## config.mk

```make
export PLATFORM = sky130hd
export DESIGN_NAME = instr_encoder
export DESIGN_NICKNAME = d
export VERILOG_FILES = /design/src/rtl/instr_encoder.sv
export SDC_FILE = /design/constraint.sdc
export NUM_CORES = 1
export LEC_CHECK = 0
export CELL_PAD_IN_SITES_DETAIL_PLACEMENT = 1
export CELL_PAD_IN_SITES_GLOBAL_PLACEMENT = 2
export CORE_ASPECT_RATIO = 0.9
export CORE_UTILIZATION = 38
export CTS_BUF_LIST = sky130_fd_sc_hd__clkbuf_8 sky130_fd_sc_hd__clkbuf_16
export CTS_CLUSTER_SIZE = 24
export DETAILED_ROUTE_END_ITERATION = 10
export GPL_ROUTABILITY_DRIVEN = 0
export HOLD_SLACK_MARGIN = 0.03
export PLACE_DENSITY_LB_ADDON = 0.1
export SLEW_MARGIN = 30
export SYNTH_ARGS = -nofsm -noshare
export SYNTH_HDL_FRONTEND = slang
export SYNTH_SLANG_ARGS = --single-unit
export TNS_END_PERCENT = 20
```

## constraint.sdc

```tcl
create_clock -name Clk -period 5.15 [get_ports Clk]
set_input_delay 0.7725 -clock Clk [delete_from_list [all_inputs] [get_ports Clk]]
set_output_delay 0.7725 -clock Clk [all_outputs]
set_load 0.05 [all_outputs]
```

## src/rtl/instr_encoder.sv

```systemverilog
// instr_encoder: re-encodes control bundles into 9-bit instructions, buffers them in a FIFO
// and writes them sequentially into instruction memory.
module instr_encoder #(
  parameter int ADDR_W = 8,
  parameter int DEPTH  = 4
) (
  input  logic              Clk,
  input  logic              Reset,
  input  logic              Start,
  input  logic              InValid,
  output logic              InReady,
  input  logic [1:0]        WriteSrc,
  input  logic [1:0]        ALUOp,
  input  logic              MemWrite,
  input  logic              BranchEn,
  input  logic              Alt,
  input  logic [5:0]        Operand,
  input  logic              Last,
  input  logic              ImemStall,
  output logic              ImemWe,
  output logic [ADDR_W-1:0] ImemAddr,
  output logic [8:0]        ImemData,
  output logic [ADDR_W:0]   Count,
  output logic              Busy,
  output logic              Done,
  output logic              Error
);
  localparam int PW = $clog2(DEPTH);
  typedef enum logic [2:0] {IDLE, LOAD, DRAIN, DONE, ERR} state_t;
  state_t            state_q, state_d;
  logic [9:0]        mem_q [DEPTH];
  logic [PW:0]       wp_q, wp_d, rp_q, rp_d;
  logic [ADDR_W-1:0] addr_q, addr_d;
  logic [ADDR_W:0]   count_q, count_d;
  logic [2:0]        op;
  logic              legal, empty, full, active, accept, push, last_addr, ovf;
  logic [9:0]        head;
  always_comb begin
    legal = 1'b1;
    op = 3'd0;
    case ({WriteSrc, ALUOp, MemWrite, BranchEn})
      6'b000000: op = 3'd0;
      6'b000100: op = 3'd1;
      6'b011000: op = 3'd2;
      6'b111010: op = 3'd3;
      6'b101000: op = 3'd4;
      6'b110101: op = 3'd5;
      6'b111000: op = {2'b11, Alt};
      default:   legal = 1'b0;
    endcase
  end
  assign empty     = wp_q == rp_q;
  assign full      = (wp_q[PW] != rp_q[PW]) && (wp_q[PW-1:0] == rp_q[PW-1:0]);
  assign head      = mem_q[rp_q[PW-1:0]];
  assign active    = state_q == LOAD || state_q == DRAIN;
  assign InReady   = Reset && !Start && state_q == LOAD && !full;
  assign accept    = InValid && InReady;
  assign push      = accept && legal;
  assign ImemWe    = Reset && !Start && active && !empty && !ImemStall;
  assign ImemData  = empty ? 9'd0 : head[9:1];
  assign ImemAddr  = addr_q;
  assign Count     = count_q;
  assign last_addr = addr_q == {ADDR_W{1'b1}};
  // a non-Last word landing in the final slot means the program cannot fit
  assign ovf       = ImemWe && last_addr && !head[0];
  assign Busy      = active;
  assign Done      = state_q == DONE;
  assign Error     = state_q == ERR;
  always_comb begin
    state_d = state_q;
    wp_d    = wp_q + (PW+1)'(push);
    rp_d    = rp_q + (PW+1)'(ImemWe);
    addr_d  = (ImemWe && !last_addr) ? addr_q + ADDR_W'(1) : addr_q;
    count_d = count_q + (ADDR_W+1)'(ImemWe);
    if ((accept && !legal) || ovf) begin
      state_d = ERR;
      wp_d    = '0;
      rp_d    = '0;
    end else if (accept && Last) begin
      state_d = DRAIN;
    end else if (state_q == DRAIN && empty) begin
      state_d = DONE;
    end
    if (Start) begin
      state_d = LOAD;
      wp_d    = '0;
      rp_d    = '0;
      addr_d  = '0;
      count_d = '0;
    end
  end
  always_ff @(posedge Clk) begin
    if (!Reset) begin
      state_q <= IDLE;
      wp_q    <= '0;
      rp_q    <= '0;
      addr_q  <= '0;
      count_q <= '0;
    end else begin
      state_q <= state_d;
      wp_q    <= wp_d;
      rp_q    <= rp_d;
      addr_q  <= addr_d;
      count_q <= count_d;
    end
  end
  always_ff @(posedge Clk) begin
    if (push) mem_q[wp_q[PW-1:0]] <= {op, Operand, Last};
  end
endmodule

```

* Word-level counts from Yosys, hierarchy flattened *
Memories as Yosys holds them, arrays and structs flattened. A register that Yosys moved wholly into a read port is not among the register bits.
Cells that the tools add are included.

operators by class
  reductions and logical operators = 31
  mux-type cells = 10
  eq/ne operators = 14
  add/subtract/negate cells = 4
  bitwise gates (word level) = 1

operators with widths
  operator                                                                count
  6-bit equality test (second input constant)                             4
  3-bit one-hot mux with 6 select lines                                   1
  1-bit logical AND                                                       15
  9-bit by 1-bit adder with 9-bit output                                  1
  3-bit two-way mux                                                       3
  9-bit two-way mux                                                       1
  8-bit by 1-bit adder with 8-bit output (second input constant)          1
  8-bit equality test (second input constant)                             1
  1-bit zero test                                                         7
  7-bit OR reduction                                                      1
  3-bit by 1-bit adder with 3-bit output                                  2
  3-bit by 2-bit equality test with 1-bit output (second input constant)  2
  6-bit by 3-bit equality test with 1-bit output (second input constant)  1
  6-bit by 5-bit equality test with 1-bit output (second input constant)  1
  6-bit zero test                                                         1
  1-bit two-way mux                                                       4
  4-bit nonzero test                                                      1
  3-bit by 1-bit equality test with 1-bit output (second input constant)  1
  3-bit equality test                                                     1
  3-bit equality test (second input constant)                             1
  3-bit nonzero test                                                      1
  3-bit OR reduction                                                      1
  2-bit equality test                                                     1
  1-bit logical OR                                                        2
  5 further kinds                                                         5

word-level totals
  logic and storage cells = 68
  RAM bits = 40
  register bits = 26
  memories kept = 1
  output and inout port bits = 31

memory list
  memory  depth  bits a word  rd ports  clocked after memory_dff  write ports  RTL line  source
  mem_q   4      10           1         1                         1            31        logic [9:0] mem_q [DEPTH];

* Logic depth before layout (Yosys ltp) *
  depth in word-level cells = 10
  depth in mapped cells = 9
  mapped depth without buffers = 9

* Least setup slack after synthesis *
OpenSTA, ideal clock, no wires.

  path kind = input -> output
  start point = input port Start
  end point = output port InReady
  path slack = 1.727 ns
  cell stages on the path = 3
  arrival = 2.650 ns
  path through = nand2b_1 > clkbuf_1 > nor4_1

between the ends
  longest elaborated chain between the ends = 4

ends and longest elaborated chain
  item                             RTL line  source
  start: declaration               9         input logic Start,
  1-bit zero test                  56        assign InReady = Reset && !Start && state_q == LOAD && !full;
  1-bit logical AND (3 in series)  56
  end: declaration                 11        output logic InReady,

No other way between the ends.

* Worst setup path in the final report *
  start point = input port Start
  end point = output port ImemWe

between the ends
  longest elaborated chain between the ends = 5

ends and longest elaborated chain
  item                             RTL line  source
  1-bit zero test                  59        assign ImemWe = Reset && !Start && active && !empty && !ImemStall;
  1-bit logical AND (4 in series)  59
  end: declaration                 20        output logic ImemWe,

No other way between the ends.

==> metrics.txt <==
status=complete, no violations; Final min period=3.78 ns; syn_area_per_cell=13.2 um^2; worst hold path class=reg2reg; most common cell after layout, fill and taps aside=clkdlybuf4s50_1; total number of H-tree levels=3; Nets=303; CP max FO=3; setup TNS=0 ns; Seq cells post-synth=66; core area=0.00715 mm^2; WL/cell=about 16 um; Tightest Pin Transition=around 0.84 ns; GRT overflow=0; Crit path largest cell delay=0.88 ns; Fmax=0.264 GHz; CP most frequent cell=clkdlybuf4s50_1; vias in the first global route=1,977; Post-synth EDFFs=40; DP Area=0.00348 mm^2; synth-to-layout area growth=29.5%; Die Area=0.00787 mm^2; # fillers=749; Skew-Pair Late Insertion Delay=0.34 ns; clock root cell=clkbuf_8; hold bufs inserted after CTS=0; Worst EP required=4.38 ns; Critical Path Slowest Stage Cell=clkdlybuf4s50_1; fin crit share=roughly 73%; Layout Skew=0.00844 ns; initial antenna violation count=0; drt drc=0; Synth warnings=0; first-pass GRT wire length=10,000 um; # setup viols final=0; largest net degree at the start of global routing=20; CTS tree=built; ratio of cells with drive above 1 in the final layout=12.8%; # rows=29; Slew headroom=roughly 44%; peak supply drop=159 uV; Top FF cell, synth=edfxtp_1; DIE HEIGHT=84.2 um; Pleak=1.23 nW; Final ANT Viol Nets=0; Post-Syn Nets=243; Worst Setup Start Kind=primary input; IO Pins=50; Vias=1,950; Final Slew Violations=0; max-cap violation count=0; critical path type=in2out; CTS Buf Count=9; Horiz. Die Dim=93.4 um; cell family contributing the most delay on the critical path=buffers and inverters; pwr dens=292 mW/mm^2; Reg clk slew, reported paths=0.07 ns; DR vias/cell=5.20; RSZ-0062 raised after global routing=no; Post-Route WL=between 6000 and 7000 um; GRT Max-Usage Layer=met2; final hold viol count=0; final core occ=around 52%; GRT met1 Usage=21.8%; grt met3 use=5.89%; Distinct cells, synth=40; met2 Usage GRT=26.5%; # resized after CTS=0; Async S/R FF share, synth=0%; Fin Hold WS=0.501 ns; CP Cell Sequence=clkdlybuf4s50_1 > nand2b_1 > or4_4 > nor2_1 > clkdlybuf4s50_1; crit path capture type=output port; commonest non-fill, non-tap cells in the layout=clkdlybuf4s50_1, edfxtp_1, dfxtp_1, and2_1, nor2_1; clock buffer depth=2; DP Wirelength=4400 um; Finished Cell Area=~0.0037 mm^2; drt pass-1 iters=4; I/O Buffers=49; Seq/Total Area, Yosys=60.3%; 1st-iter DRT viols=57; Buf/Inv on CP=2; Sink Count=66; crit path DAT=between 3 and 4 ns; Global Route Usage Sum=between 15 and 20%; post-CTS setup buffers=0; Starting Density=39.9%; Mapped Cells=217; Syn Std Cell Area=0.00286 mm^2; Ant. Diodes=0
[per-layer routing]
metal / share of wire (%) / vias to the layer above
met5: 0 / -
met4: 1.6 / 0
met3: 4.3 / 14
met2: 48 / 34
met1: 46 / 959
li1: - / 943
[registers in the layout, summed over array words and instances (netlist names)]
signal    count
rp_q          3
Count         9
wp_q          3
state_q       3
ImemAddr      8
mem_q        40
[worst reg2reg max path: stages, from the launching register on]
cell      delay, ns
dfxtp_1        0.87
xnor2_1        0.22
and3b_1        0.25
nor3_1         0.51
nand2b_1       0.21
nor3b_1        0.57
buf_4          0.29
[final cells by class]
type	count	area (um^2)	area share, %
Inverter	4	15.0	0.406
Sequential cell	66	1720	46.6
Clock buffer	9	124	3.35
Multi-Input combinational cell	142	1100	29.7
Clock inverter	7	93.8	2.54
Tap cell	93	116	3.15
Timing Repair Buffer	54	528	14.3
[path summary, 6_finish.rpt]
check                start          end  slack [ns]  cells past startpoint
setup / recovery     Start       ImemWe        1.37                      5
hold / removal    Count[8]     Count[8]        0.50                      2
setup reg to reg   rp_q[0]  mem_q[2][2]        1.95                      6
hold reg to reg   Count[8]     Count[8]        0.50                      2
[per-stage QoR]
step | setup WS [ns] | std cells | power, mW
6_report | 1.37 | 375 | 1.08
5_1_grt | 1.22 | 375 | 1.12
4_1_cts | 1.34 | 375 | 1.09
3_5_place_dp | 1.39 | 359 | 0.620
3_3_place_gp | 1.42 | 359 | 0.620
2_1_floorplan | 1.73 | 217 | 0.593
[cell usage after synthesis (5+ instances only)]
master,count,area [um^2]
a21oi_1,8,40.0
and2_1,15,93.8
dfxtp_1,26,521
edfxtp_1,40,1200
ha_1,7,87.6
mux4_2,10,225
nand2_1,6,22.5
nand3_1,11,55.1
nor2_1,12,45.0
nor3_1,9,45.0
o21ai_0,7,35.0
or3_1,5,31.3
xnor2_1,7,61.3
[logic make-up (layout without fill, tap and decap cells)]
kind of cell | after synthesis | after routing | synth area share (%)
buffers and inverters | 9 | 74 | 1.23
AND/OR/NAND/NOR | 83 | 83 | 17.2
flip-flops | 66 | 66 | 60.3
adder cells (fa/ha/maj) | 7 | 7 | 3.07
multiplexers | 12 | 12 | 8.59
XOR/XNOR | 11 | 11 | 3.37
AO/OA/AOI/OAI | 29 | 29 | 6.22
[report_power, final]
part | total [mW] | switching [mW] | internal [mW]
logic | 0.0477 | 0.0257 | 0.0220
clock network | 0.470 | 0.198 | 0.271
registers | 0.561 | 0.00156 | 0.559
total | 1.08 | 0.226 | 0.852
No activity file was read; power rests on OpenSTA's default activity.
==> edit, RTL diff (config.mk and constraints unchanged) <==
The parameter `DEPTH` goes from 4 to 8.
--- a/src/rtl/instr_encoder.sv
+++ b/src/rtl/instr_encoder.sv
@@ -2,7 +2,7 @@
 // and writes them sequentially into instruction memory.
 module instr_encoder #(
   parameter int ADDR_W = 8,
-  parameter int DEPTH  = 4
+  parameter int DEPTH  = 8
 ) (
   input  logic              Clk,
   input  logic              Reset,
Function: changed (Yosys sat finds a counterexample within 10 cycles, from zero or initial values and one cycle with Reset low).
==> edit against the unedited design <==
Clock skew shrank 0.0027 ns. Design area grew 51%. Synthesized area rose by 60%. Power up 50%. Final cell count grew 41%. Critical path depth up 1. Wire length grew 56%. Core utilization fell by 3.5 points. Via count is 40% higher. First-iteration DRC count up 120%. Count of clock-buffer cells in the layout did not move. Non-clock buffer count grew 8. Worst setup slack got worse by 0.14 ns. Sequential cell count grew 42. Largest cell class unchanged.
==> edit: results (changes against the unedited design) <==
[synth]
synth_seq_area_share = 0.649  ; +0.0458
synth_edf_count = 80  ; +100%
syn-instance-count = 305  ; +41%
syn-num-nets = 331  ; +36%
ys_top_cells_by_count = edfxtp_1 (80), nor2_1 (33), dfxtp_1 (28), mux4_2 (18), mux2i_1 (16)

[routing]
wl_met1_mm = 4.52  ; +58%
vias = 2736  ; +40%

[worst_setup_path]
reg2reg_depth = 10  ; +4
arrival_ns = 3.15  ; +0.14 ns
r2r-end = Count[8]
ff2ff_setup_slack_ns = 2.25  ; +0.30 ns

[timing]
whs_ns = 0.514  ; +0.0128 ns
worst_pin_slew_ns = 0.916  ; +0.0787 ns
max_freq_mhz = 255  ; -3.5%

[placed_design]
place_area_sq_um = 5300  ; +52%
place_hpwl_mm = 6.26  ; +42%

[pwr]
power_frac_seq = 0.575  ; +0.055
p_total_mw = 1.62  ; +50%
p_clk_frac = 0.394  ; -0.042
ir_drop_mv = 0.169  ; +6.3%

[min_path]
hold_end = Count[7]

[outcome]
status = finished, final reports clean

[finish]
largest_reg_flops = 80  ; +100%
num-fill-cells = 1172  ; +56%
final_net_count = 393  ; +30%

[global_route]
grt_pass1_wl_mm = 15.4  ; +53%
grtUsageMet3 = 0.0338  ; -0.0251
grtUsageMet1 = 0.211  ; -0.00705
grt_max_degree = 25  ; +25%
grt_use_met2 = 0.281  ; +0.0153
first_global_vias = 2833  ; +43%
track_usage = 0.165  ; -0.00476

[clock_network]
cts_root_buf = clkbuf_16

[edit: area by class of cell]
| type | instances | area, sq um | share of cell area |
|---|---|---|---|
| Tap cell | 156 | 195 | 0.0350 |
| Inverter | 3 | 11.3 | 0.00202 |
| Clock inverter | 7 | 52.6 | 0.00941 |
| Sequential cell | 108 | 2960 | 0.531 |
| Clock buffer | 9 | 225 | 0.0403 |
| Multi-Input combinational cell | 183 | 1550 | 0.277 |
| Timing Repair Buffer | 62 | 588 | 0.105 |
[edit: cells by family after synthesis]
family / after synthesis / synth area share
buffers and inverters: 14 / 0.0126
flip-flops: 108 / 0.649
XOR/XNOR: 17 / 0.0326
multiplexers: 34 / 0.124
adder cells (fa/ha/maj): 7 / 0.0192
AO/OA/AOI/OAI: 21 / 0.0331
AND/OR/NAND/NOR: 104 / 0.130
[edit: critical path, delay by kind of cell]
kind / cells / cell delay [ns]
buffers and inverters: 3 / 1.49
AND/OR/NAND/NOR: 3 / 0.86
